===== src/rtl/fifo_word_serializer_if.sv =====
// Interface for the word serializer. It carries the FIFO read port (fifo_empty,
// fifo_dout, fifo_rn) and the byte stream output (out_data, out_valid,
// out_ready, out_last) together with the busy and words_sent status outputs.
//   master : the serializer side (drives fifo_rn and all out_*/status outputs)
//   slave  : the environment side (drives fifo_empty, fifo_dout, out_ready)
interface fifo_word_serializer_if #(
   parameter int DATA_WIDTH = 32,
   parameter int BYTE_WIDTH = 8,
   parameter int CNT_WIDTH  = 16
);
   logic                  fifo_empty;
   logic [DATA_WIDTH-1:0] fifo_dout;
   logic                  fifo_rn;
   logic [BYTE_WIDTH-1:0] out_data;
   logic                  out_valid;
   logic                  out_ready;
   logic                  out_last;
   logic                  busy;
   logic [CNT_WIDTH-1:0]  words_sent;

   modport master (
      input  fifo_empty, fifo_dout, out_ready,
      output fifo_rn, out_data, out_valid, out_last, busy, words_sent
   );

   modport slave (
      output fifo_empty, fifo_dout, out_ready,
      input  fifo_rn, out_data, out_valid, out_last, busy, words_sent
   );
endinterface


===== src/rtl/fifo_word_serializer.sv =====
// Pops one word at a time from a synchronous FIFO read port and emits it as a
// stream of BYTE_WIDTH symbols on a valid/ready output.
// Ports:
//   clock : rising-edge clock
//   reset : asynchronous, active-low reset
//   bus   : fifo_word_serializer_if master modport
//           fifo_empty/fifo_dout in, fifo_rn out   (FIFO read side)
//           out_data/out_valid/out_last out, out_ready in (byte stream)
//           busy, words_sent out                   (status)
// All outputs are decoded from registers only.
module fifo_word_serializer #(
   parameter int DATA_WIDTH = 32,
   parameter int BYTE_WIDTH = 8,
   parameter int MSB_FIRST  = 1,
   parameter int CNT_WIDTH  = 16
) (
   input  logic clock,
   input  logic reset,
   fifo_word_serializer_if.master bus
);
   localparam int N     = DATA_WIDTH / BYTE_WIDTH;
   localparam int IDX_W = (N > 1) ? $clog2(N) : 1;
   localparam logic [IDX_W-1:0] LAST_IDX = IDX_W'(N - 1);

   typedef enum logic [1:0] {
      ST_IDLE = 2'd0,
      ST_READ = 2'd1,
      ST_WAIT = 2'd2,
      ST_SEND = 2'd3
   } state_t;

   state_t                state_q,  state_d;
   logic [DATA_WIDTH-1:0] shift_q,  shift_d;
   logic [IDX_W-1:0]      idx_q,    idx_d;
   logic [CNT_WIDTH-1:0]  cnt_q,    cnt_d;

   // Byte lanes listed in transmission order, so the byte index selects the
   // lane directly regardless of MSB_FIRST.
   logic [BYTE_WIDTH-1:0] lane_w [N];

   for (genvar gi = 0; gi < N; gi++) begin : g_lane
      if (MSB_FIRST != 0) begin : g_msb
         assign lane_w[gi] = shift_q[DATA_WIDTH-1-gi*BYTE_WIDTH -: BYTE_WIDTH];
      end else begin : g_lsb
         assign lane_w[gi] = shift_q[gi*BYTE_WIDTH +: BYTE_WIDTH];
      end
   end

   // State register
   always_ff @(posedge clock or negedge reset) begin
      if (!reset) begin
         state_q <= ST_IDLE;
      end else begin
         state_q <= state_d;
      end
   end

   // Datapath registers
   always_ff @(posedge clock or negedge reset) begin
      if (!reset) begin
         shift_q <= '0;
         idx_q   <= '0;
         cnt_q   <= '0;
      end else begin
         shift_q <= shift_d;
         idx_q   <= idx_d;
         cnt_q   <= cnt_d;
      end
   end

   // Next-state and datapath update
   always_comb begin
      state_d = state_q;
      shift_d = shift_q;
      idx_d   = idx_q;
      cnt_d   = cnt_q;
      case (state_q)
         ST_IDLE: begin
            if (!bus.fifo_empty) begin
               state_d = ST_READ;
            end
         end
         ST_READ: begin
            state_d = ST_WAIT;
         end
         ST_WAIT: begin
            // fifo_dout carries the popped word in this cycle.
            shift_d = bus.fifo_dout;
            idx_d   = '0;
            state_d = ST_SEND;
         end
         ST_SEND: begin
            if (bus.out_ready) begin
               if (idx_q == LAST_IDX) begin
                  state_d = ST_IDLE;
                  cnt_d   = cnt_q + CNT_WIDTH'(1);
               end else begin
                  idx_d = idx_q + IDX_W'(1);
               end
            end
         end
         default: begin
            state_d = ST_IDLE;
         end
      endcase
   end

   // Outputs, decoded from registered state only
   always_comb begin
      bus.fifo_rn    = (state_q == ST_READ);
      bus.out_valid  = (state_q == ST_SEND);
      bus.out_last   = (state_q == ST_SEND) && (idx_q == LAST_IDX);
      bus.busy       = (state_q != ST_IDLE);
      bus.out_data   = lane_w[idx_q];
      bus.words_sent = cnt_q;
   end
endmodule


===== src/flat_wrapper.sv =====
// flat-port wrapper written by rule: the top's interface ports become plain ports
module fifo_word_serializer_flat 
#(
   parameter int DATA_WIDTH = 32,
   parameter int BYTE_WIDTH = 8,
   parameter int MSB_FIRST  = 1,
   parameter int CNT_WIDTH  = 16
)
  (clock, reset, bus_fifo_empty, bus_fifo_dout, bus_out_ready, bus_fifo_rn, bus_out_data, bus_out_valid, bus_out_last, bus_busy, bus_words_sent);
  fifo_word_serializer_if #(.DATA_WIDTH(DATA_WIDTH), .BYTE_WIDTH(BYTE_WIDTH), .CNT_WIDTH(CNT_WIDTH)) bus_i ();
  input  logic clock;
  input  logic reset;
  input wire logic [$bits(bus_i.fifo_empty)-1:0] bus_fifo_empty;
  input wire logic [$bits(bus_i.fifo_dout)-1:0] bus_fifo_dout;
  input wire logic [$bits(bus_i.out_ready)-1:0] bus_out_ready;
  output wire logic [$bits(bus_i.fifo_rn)-1:0] bus_fifo_rn;
  output wire logic [$bits(bus_i.out_data)-1:0] bus_out_data;
  output wire logic [$bits(bus_i.out_valid)-1:0] bus_out_valid;
  output wire logic [$bits(bus_i.out_last)-1:0] bus_out_last;
  output wire logic [$bits(bus_i.busy)-1:0] bus_busy;
  output wire logic [$bits(bus_i.words_sent)-1:0] bus_words_sent;
  assign bus_i.fifo_empty = bus_fifo_empty;
  assign bus_i.fifo_dout = bus_fifo_dout;
  assign bus_i.out_ready = bus_out_ready;
  assign bus_fifo_rn = bus_i.fifo_rn;
  assign bus_out_data = bus_i.out_data;
  assign bus_out_valid = bus_i.out_valid;
  assign bus_out_last = bus_i.out_last;
  assign bus_busy = bus_i.busy;
  assign bus_words_sent = bus_i.words_sent;
  fifo_word_serializer #(.DATA_WIDTH(DATA_WIDTH), .BYTE_WIDTH(BYTE_WIDTH), .MSB_FIRST(MSB_FIRST), .CNT_WIDTH(CNT_WIDTH)) u_core (.clock(clock), .reset(reset), .bus(bus_i));
endmodule

===== config.mk =====
export PLATFORM = sky130hd
export DESIGN_NAME = fifo_word_serializer_flat
export DESIGN_NICKNAME = d
export VERILOG_FILES = /design/src/rtl/fifo_word_serializer_if.sv /design/src/rtl/fifo_word_serializer.sv /design/src/flat_wrapper.sv
export SDC_FILE = /design/constraint.sdc
export NUM_CORES = 1
export LEC_CHECK = 0
export BUFFER_PORTS_ARGS = -buffer_cell sky130_fd_sc_hd__buf_2
export CAP_MARGIN = 30
export CORE_MARGIN = 1
export CORE_UTILIZATION = 30
export DETAILED_ROUTE_END_ITERATION = 8
export HOLD_SLACK_MARGIN = 0.08
export MAX_ROUTING_LAYER = met4
export PLACE_DENSITY = 0.59
export SLEW_MARGIN = 20
export SYNTH_ARGS = -nofsm -noshare
export SYNTH_HDL_FRONTEND = slang
export SYNTH_SLANG_ARGS = --single-unit

===== constraint.sdc =====
create_clock -name clock -period 1.5 [get_ports clock]
set_input_delay 0.075 -clock clock [delete_from_list [all_inputs] [get_ports clock]]
set_output_delay 0.075 -clock clock [all_outputs]
set_load 0.02 [all_outputs]

==> Word-level counts from Yosys, hierarchy flattened <==
Index checks and enable logic that the tools add are counted.
{ "totals": {"n_memories": 0, "ramBits": 0, "latchBits": 0, "wordCells": 33, "rom_bits": 0, "in_bits": 36, "ff_bits": 52, "out_inout_bits": 28} }
{ "classes": {"div_mod_pow": 0, "n_mux": 10, "n_eq_ne": 8, "magnitude_cmp": 1, "add_sub_neg": 2, "bitwise_logic": 1, "n_shift": 0, "mul": 0, "reduce_logical": 7} }
{ "op_table": {"columns": ["op", "n"], "rows": [
  ["$add 16x1->16 const B", 1],
  ["$bmux 8 s2", 1],
  ["$mux 8", 2],
  ["$mux 2", 5],
  ["$reduce_and 3->1", 3],
  ["$pmux 2 s4", 1],
  ["$eq 2x2->1 const B", 3],
  ["$ne 2x2->1 const B", 3],
  ["$pmux 2 s2", 1],
  ["$reduce_bool 2->1", 2],
  ["$ge 3x3->1 const B", 1],
  ["$not 2->3", 1],
  ["$add 2x1->2 const B", 1],
  ["$eq 2x1->1 const B", 1],
  ["$logic_not 2->1", 1],
  ["$ne 2x1->1 const B", 1],
  ["$logic_and 1x1->1", 1]
]} }

==> Depth between registers and ports, before layout <==
Gate-level depths: netlist of the first run.
{ "depth": {"word_depth": 4, "depth_mapped": 6, "mapped_depth_nobuf": 5} }

==> Worst setup path after synthesis of the first run <==
OpenSTA, ideal clock, no wires.
{ "synth_timing": {"kind": "reg-to-reg", "from": "register u_core.state_q[0]", "to": "register u_core.cnt_q[1], in the netlist u_core.bus.words_sent[1]", "path_buffers": 0, "setup_ns": 0.125, "period_less_slack_ns": 1.624, "slack_ns": -0.124, "arrival_ns": 1.499, "required_ns": 1.375, "path_stages_with_launch": 5, "cell_sequence": "dfrtp_1 ha_1 and2_1 nand2_1 mux2_2"} }
{ "synth_via": {"elab_chain_cells": 2} }
{ "synth_lines": {"columns": ["item", "line", "source"], "rows": [
  ["start, declared", "fifo_word_serializer.sv:32", "state_t state_q, state_d;"],
  ["start signal, assigned", "fifo_word_serializer.sv:54", "state_q <= state_d;"],
  ["$eq 2x2->1", null, null],
  ["via bus_out_valid", "flat_wrapper.sv:18", "output wire logic [$bits(bus_i.out_valid)-1:0] bus_out_valid;"],
  ["$reduce_and 3->1 (no source line)", null, null],
  ["end signal, assigned", "fifo_word_serializer.sv:67", "cnt_q <= cnt_d;"],
  ["end, declared", "fifo_word_serializer.sv:35", "logic [CNT_WIDTH-1:0] cnt_q, cnt_d;"]
]} }
The timed path passes the listed nets, and every way through them passes these cells.
A chain may end at the register's enable or synchronous reset.

==> Worst setup path in the final report of the first run <==
{ "layout_timing": {"from": "register u_core.idx_q[0]", "to": "output port bus_out_data[1]"} }
{ "layout_via": {"elab_chain_cells": 4} }
{ "layout_lines": {"columns": ["item", "line", "source"], "rows": [
  ["start, declared", "fifo_word_serializer.sv:34", "logic [IDX_W-1:0] idx_q, idx_d;"],
  ["start signal, assigned", "fifo_word_serializer.sv:66", "idx_q <= idx_d;"],
  ["$not 2->3 (implied by the code)", "fifo_word_serializer.sv:114", "bus.out_data = lane_w[idx_q];"],
  ["$bmux 8 s2", "fifo_word_serializer.sv:114", null],
  ["$mux 8 (implied by the code) (2 in series)", "fifo_word_serializer.sv:114", null],
  ["end, declared", "flat_wrapper.sv:17", "output wire logic [$bits(bus_i.out_data)-1:0] bus_out_data;"]
]} }
No other way between the ends. The select of a mux whose other input is x is not followed.

==> metrics.md, run 1 <==
| Metric | Value |
|---|---|
| Status | finished, violations left |
| Failing checks | setup timing |
| Fmax | 0.614 GHz |
| Fin crit share | 109% |
| Initial DRC count | 45 |
| Synth warnings | 0 |
| Worst Setup Slack, final | -0.129 ns |
| Total GRT Usage | 13.1% |
| Synth top cells by count | dfrtp_1 (52), mux2_2 (33), xnor2_1 (9) |
| CTS Root Cell | clkbuf_8 |
| Die Span X | 90.4 um |
| Synth Flop Type | dfrtp_1 |
| Final Max Tran Viols | 0 |
| Endpoints failing setup | 15 |
| RSZ-0062 raised after global routing | yes |
| Crit end category | primary output |
| Top cells by area, synth | dfrtp_1 (56%), mux2_2 (16%), mux4_2 (7.7%), xnor2_1 (3.4%), ha_1 (3.2%) |
| Leading area contributor after synthesis | dfrtp_1 |
| Synthesized net count | 203 |
| Slowest CP cell | mux4_2 |
| Via count of the routed design | 1618 |
| Final WL | 5.04 mm |
| Worst slew margin | 79.2% |
| Met1 Use GR | 16.5% |
| Pwr per Cell Area | 1710 nW/um^2 |
| IO Port Bufs | 63 |
| Layout cells sized above 1 | 48.1% |
| Fraction of registers with async set/reset | 100% |
| Worst hold slack | 0.109 ns |
| Max incr delay on CP | 0.51 ns |
| Number of global-route vias before repair | 1713 |
| Met2 usage | 21.2% |
| Ports | 64 |
| Synthesized area | 2340 um^2 |
| Global-route wire length before repair | 8.28 mm |
| Startpoint Class | register |
| CP max FO | 4 |
| Sequential share of power | 37.8% |
| Leak | 1.63 nW |
| Sw Share | 32.4% |
| H-tree depth | 2 |
| Number of cells produced by synthesis | 161 |
| Switching power | 1.89 mW |
| Die area | 8160 um^2 |
| WP data arrival | 1.55 ns |
| WP data required | 1.42 ns |
| Post-synthesis sequential area ratio | 55.6% |
| Initial Util | 31.6% |
| Internal power | 3.95 mW |
| Placer Congestion | 0.714 |
| Total gr overflow | 0 |
| Max clock buf depth | 2 |
| Fillers | 680 |
| Maximum vdd drop | 831 uV |
| Sequential cell area | 1300 um^2 |
| Final HPWL DP | 3.13 mm |
| Diodes inserted | 0 |
| DRT antenna net count | 0 |
| CTS tree | yes |
| Multi-input gate area | 1040 um^2 |
| CTS sink cnt | 52 |
| Critical path type | reg2out |
| Die height | 90.4 um |
| Unique masters post-synth | 28 |
| TritonCTS Buffers | 5 |
| Post-synth EDFFs | 0 |
| Post-route cell area | 3420 um^2 |
| Final Hold Fails | 0 |
| Max cap viols | 0 |
| Clock skew | 0.00771 ns |
| Layout Area Growth over Synthesis | 45.9% |
| Routing usage on met3 | 2.61% |
| Yosys top cell area share | 55.6% |
| Worst-Margin Slew | 0.309 ns |
| FF+latch count, synth | 52 |
| Reg clk slew, reported paths | 0.09 ns |
| Rows | 31 |
| Largest net degree at the start of global routing | 53 |
| Core area | 7410 um^2 |
| Placed Instance Area | 2850 um^2 |
| Nets | 311 |
| Routed len/inst | 13.6 um |
| Drt pass-1 iters | 4 |
| Initial antenna violation count | 0 |
| Clk Latency, worst-skew pair | 0.30 ns |
| Logic pwr share | 48.3% |
| Busiest metal layer after global routing | met2 |
| Mean Syn Cell Area | 14.5 um^2 |
| Vias per inst | 4.38 |
| Worst-path cell chain | clkbuf_16 -> mux4_2 -> buf_6 |
| Crit path time final | 1.63 ns |
| DRC viols | 0 |
| Clk pwr share | 13.9% |
| Most common cell in the netlist | dfrtp_1 |
| Hold Path Class | in2reg |
## power groups by stage
stage | combinational, mW | clock (mW) | sequential [mW]
final | 2.82 | 0.811 | 2.21
after floorplan | 1.74 | 0 | 2.14
after global routing | 3.05 | 0.906 | 2.28
after detailed placement | 2.32 | 0 | 2.21
after global placement | 2.29 | 0 | 2.19
after CTS | 2.44 | 0.859 | 2.18
## final timing paths
kind	start	endpoint	slack, ns	cells past startpoint
max in group asynchronous	reset	u_core.lane_w[7]$_DFFE_PN0N_	0.93	3
max	u_core.idx_q[0]$_DFFE_PN0P_	bus_out_data[1]	-0.13	3
min	bus_out_ready	u_core.bus.words_sent[2]$_DFFE_PN0P_	0.11	3
min reg2reg	u_core.bus.words_sent[15]$_DFFE_PN0P_	u_core.bus.words_sent[15]$_DFFE_PN0P_	0.47	1
max reg2reg	u_core.idx_q[0]$_DFFE_PN0P_	u_core.bus.words_sent[10]$_DFFE_PN0P_	-0.09	5
min in group asynchronous	reset	u_core.lane_w[9]$_DFFE_PN0N_	0.30	3
## sequential cells by signal, summed over array words and instances (netlist names)
name                   flops
u_core.bus.words_sent     16
u_core.lane_w             32
u_core.state_q             2
u_core.idx_q               2
## cell type report
| type | count | share of cell area, % |
|---|---|---|
| Multi-Input combinational cell | 100 | 30.3 |
| Inverter | 3 | 0.330 |
| Tap cell | 99 | 3.63 |
| Clock buffer | 6 | 2.42 |
| Timing Repair Buffer | 107 | 24.9 |
| Sequential cell | 52 | 38.1 |
| Clock inverter | 2 | 0.293 |
## metal layers
layer,part of all wire [%],wire (um)
met5,0,0
met4,0.73,37
met3,2.9,146
met2,49,2490
met1,47,2360
## timing repair
item                                   4_1_cts  5_1_grt
endpoints found under the hold margin       84        0
buffers inserted                             1        0
resized for setup                            5       19
cloned                                       0        2
setup endpoints to repair                    9       51
hold buffers                                33        0
## critical path, delay by kind of cell, from the launching register on
family                 cells  cell delay [ns]
buffers and inverters      2             0.32
flip-flops                 1             0.43
multiplexers               1             0.51
## per-stage QoR
| step | utilization (%) | total power, mW | setup WS, ns | instances | TNS [ns] |
|---|---|---|---|---|---|
| floorplan | - | 3.88 | 0.0192 | 161 | 0 |
| global placement | 38.5 | 4.48 | 0.0301 | 325 | 0 |
| detailed placement | 38.5 | 4.53 | 0.00461 | 325 | 0 |
| CTS | 44.6 | 5.48 | -0.150 | 367 | -1.28 |
| global route | 46.1 | 6.23 | -0.197 | 369 | -2.79 |
| finish | 46.1 | 5.84 | -0.129 | 369 | -1.11 |
## layout by cell type, fill, tap and decap left out, types with 7 or more instances in the layout
cell type,Yosys,layout
buf_2,4,55
buf_6,0,8
dfrtp_1,52,51
dlygate4sd3_1,0,33
mux2_2,33,33
mux4_2,8,8
nand2_1,8,8
xnor2_1,9,9
xor2_1,7,7
## kinds of logic after synthesis
logic type,share of synthesized area (%)
buf+inv,1.66
fa+ha+maj,3.21
compound gates,1.76
simple gates,7.80
mux,24.0
xor+xnor,5.98
flops,55.6
No activity file was read; power rests on OpenSTA's default activity.
==> run 2: changes to the inputs <==
--- a/config.mk
+++ b/config.mk
@@ -8,11 +8,11 @@
 export BUFFER_PORTS_ARGS = -buffer_cell sky130_fd_sc_hd__buf_2
 export CAP_MARGIN = 30
 export CORE_MARGIN = 1
-export CORE_UTILIZATION = 30
+export CORE_UTILIZATION = 47
 export DETAILED_ROUTE_END_ITERATION = 8
 export HOLD_SLACK_MARGIN = 0.08
 export MAX_ROUTING_LAYER = met4
-export PLACE_DENSITY = 0.59
+export PLACE_DENSITY = 0.83
 export SLEW_MARGIN = 20
 export SYNTH_ARGS = -nofsm -noshare
 export SYNTH_HDL_FRONTEND = slang
==> run 2 against run 1 <==
Compared with the run above: the run still ends with setup timing left; clock-buffer cell count is the same; highest routed layer unchanged; flip-flop and latch count is the same; global-route usage grew 8.2 points; sequential share of layout area grew 0.53 points; final cell count shrank 8.9%.
==> metrics.md, run 2 (same netlist as run 1, synthesis figures left out) <==
| Metric | Value |
|---|---|
| H-tree depth | 2 (unchanged) |
| DRC viols | 0 (unchanged) |
| IO Port Bufs | 63 (unchanged) |
| Clk Latency, worst-skew pair | 0.30 ns (about the same) |
| WP data arrival | 1.54 ns (was 1.55 ns) |
| Cell total after placement | 292 (was 325) |
| Leak | 1.62 nW (was 1.63 nW) |
| Final Hold Fails | 0 (unchanged) |
| Initial antenna violation count | 0 (unchanged) |
| Layout cells sized above 1 | 48.7% (was 48.1%) |
| Max cap viols | 0 (unchanged) |
| RR Endpoint | u_core.bus.words_sent[10]$_DFFE_PN0P_ (unchanged) |
| Endpoints failing setup | 16 (was 15) |
| Reg clk slew, reported paths | 0.09 ns (about the same) |
| Depth of the most critical reg-to-reg path | 5 (unchanged) |
| Startpoint Class | register (unchanged) |
| Die height | 72.6 um (was 90.4 um) |
| Crit path time final | 1.62 ns (was 1.63 ns) |
| Placed Instance Area | 2800 um^2 (was 2850 um^2) |
| Drt pass-1 iters | 4 (unchanged) |
| Total GRT Usage | 21.3% (was 13.1%) |
| Max clock buf depth | 2 (unchanged) |
| Core area | 4750 um^2 (was 7410 um^2) |
| Post-route cell area | 3370 um^2 (was 3420 um^2) |
| Commonest non-fill, non-tap cell in the layout | buf_2 (unchanged) |
| Largest net degree at the start of global routing | 35 (was 53) |
| Global-route wire length before repair | 8.14 mm (was 8.28 mm) |
| Max incr delay on CP | 0.52 ns (was 0.51 ns) |
| Ports | 64 (unchanged) |
| RSZ-0062 raised after global routing | yes (unchanged) |
| Layout Area Growth over Synthesis | 44.0% (was 45.9%) |
| Worst-path cell chain | buf_8 -> mux4_2 -> buf_6 (was clkbuf_16 -> mux4_2 -> buf_6) |
| Failing checks | setup timing (unchanged) |
| Routed len/inst | 15.5 um (was 13.6 um) |
| Worst Setup Slack, final | -0.118 ns (was -0.129 ns) |
| Status | finished, violations left (unchanged) |
| Worst setup endpoint | bus_out_data[3] (was bus_out_data[1]) |
| Hold Path Class | in2reg (unchanged) |
| Vias per inst | 4.91 (was 4.38) |
| WP data required | 1.42 ns (about the same) |
| CTS Root Cell | clkbuf_8 (unchanged) |
| Critical path type | reg2out (unchanged) |
| Post-Layout Cell Count | 336 (was 369) |
| Origin of the critical flop-to-flop path | u_core.idx_q[0]$_DFFE_PN0P_ (unchanged) |
| Die area | 5270 um^2 (was 8160 um^2) |
| Final Max Tran Viols | 0 (unchanged) |
| DRT antenna net count | 0 (unchanged) |
| Fin crit share | 108% (was 109%) |
| Worst-Margin Slew | 0.462 ns (was 0.309 ns) |
| Final HPWL DP | 3.06 mm (was 3.13 mm) |
| Total gr overflow | 0 (unchanged) |
| Via count of the routed design | 1651 (was 1618) |
| Fmax | 0.618 GHz (was 0.614 GHz) |
| TritonCTS Buffers | 5 (unchanged) |
| CTS tree | yes (unchanged) |
| Initial Util | 49.3% (was 31.6%) |
| Crit end category | primary output (unchanged) |
| R2R Setup Slk | -0.08 ns (was -0.09 ns) |
| Setup crit start | u_core.idx_q[0]$_DFFE_PN0P_ (unchanged) |
| CP max FO | 5 (was 4) |
| CTS sink cnt | 52 (unchanged) |
| Placer Congestion | 0.782 (was 0.714) |
| Final WL | 5.21 mm (was 5.04 mm) |
| Pwr per Cell Area | 1750 nW/um^2 (was 1710 nW/um^2) |
| Rows | 25 (was 31) |
| Slowest CP cell | mux4_2 (unchanged) |
| Number of global-route vias before repair | 1750 (was 1713) |
| Worst slew margin | 69.2% (was 79.2%) |
| Nets | 310 (was 311) |
| Max reg flops | 32 (unchanged) |
| Maximum vdd drop | 1260 uV (was 831 uV) |
| Die Span X | 72.6 um (was 90.4 um) |
| Commonest non-fill, non-tap cells in the layout | buf_2 (55), dfrtp_1 (50), mux2_2 (33), dlygate4sd3_1 (33), xnor2_1 (9) (was buf_2 (55), dfrtp_1 (51), mux2_2 (33), dlygate4sd3_1 (33), xnor2_1 (9)) |
| Initial DRC count | 72 (was 45) |
| Diodes inserted | 0 (unchanged) |
| Clock skew | 0.00771 ns (about the same) |
[run 2: timing repair]
action	4_1_cts	5_1_grt
pin swaps	0	0
endpoints found under the setup margin	20	37
endpoints found under the hold margin	50	0
gates cloned	1	1
gates resized for setup	7	20
buffers inserted	1	0
hold buffers	33	0
[run 2: cell type report]
type                    instances  area (um^2)
inverters                       3         11.3
flip-flops and latches         52         1300
clock inverters                 2         15.0
clock buffers                   6         82.6
repair buffers                106          841
fillers                       352         1380
multi-input cells             100         1040
well taps                      67         83.8
[run 2: worst min-delay path by stage]
| stage | depth (start not counted) | from | to | slack [ns] |
|---|---|---|---|---|
| floorplan | 0 | reset | u_core.bus.words_sent[0]$_DFFE_PN0P_ | -0.22 |
| global placement | 1 | reset | u_core.bus.words_sent[15]$_DFFE_PN0P_ | 0.05 |
| detailed placement | 1 | reset | u_core.bus.words_sent[14]$_DFFE_PN0P_ | 0.05 |
| CTS | 3 | bus_out_ready | u_core.bus.words_sent[2]$_DFFE_PN0P_ | 0.1 |
| global route | 3 | bus_out_ready | u_core.bus.words_sent[2]$_DFFE_PN0P_ | 0.12 |
| finish | 3 | bus_out_ready | u_core.bus.words_sent[2]$_DFFE_PN0P_ | 0.10 |
[run 2: critical path, delay by kind of cell, from the launching register on]
family | cells | cell delay (ns)
buf+inv | 2 | 0.29
flops | 1 | 0.42
mux | 1 | 0.52
[run 2: metrics by stage]
step	TNS [ns]	hold WS, ns	total power [mW]	setup WS (ns)	util (%)
5_1_grt	-2.65	0.123	6.22	-0.180	70.9
4_1_cts	-1.18	0.0953	5.57	-0.153	69.4
2_1_floorplan	0	-0.221	3.88	0.0192	-
6_report	-1.16	0.104	5.89	-0.118	70.9
3_5_place_dp	-0.0129	0.0537	4.49	-0.00714	59.0
3_3_place_gp	0	0.0499	4.41	0.0526	59.0
[run 2: where the power goes]
part           total [mW]  internal, mW  switching [mW]
sequential           2.24          1.92           0.319
combinational        2.82          1.66            1.16
clock               0.832         0.374           0.457
total                5.89          3.95            1.94
[run 2: routing by layer]
metal,track usage [%],share of wire [%],up-vias
met1,24.4,41,819
met3,3.31,2.4,8
met2,38.3,55,33
li1,-,-,791
met4,6.97,1.4,0
met5,-,0,-
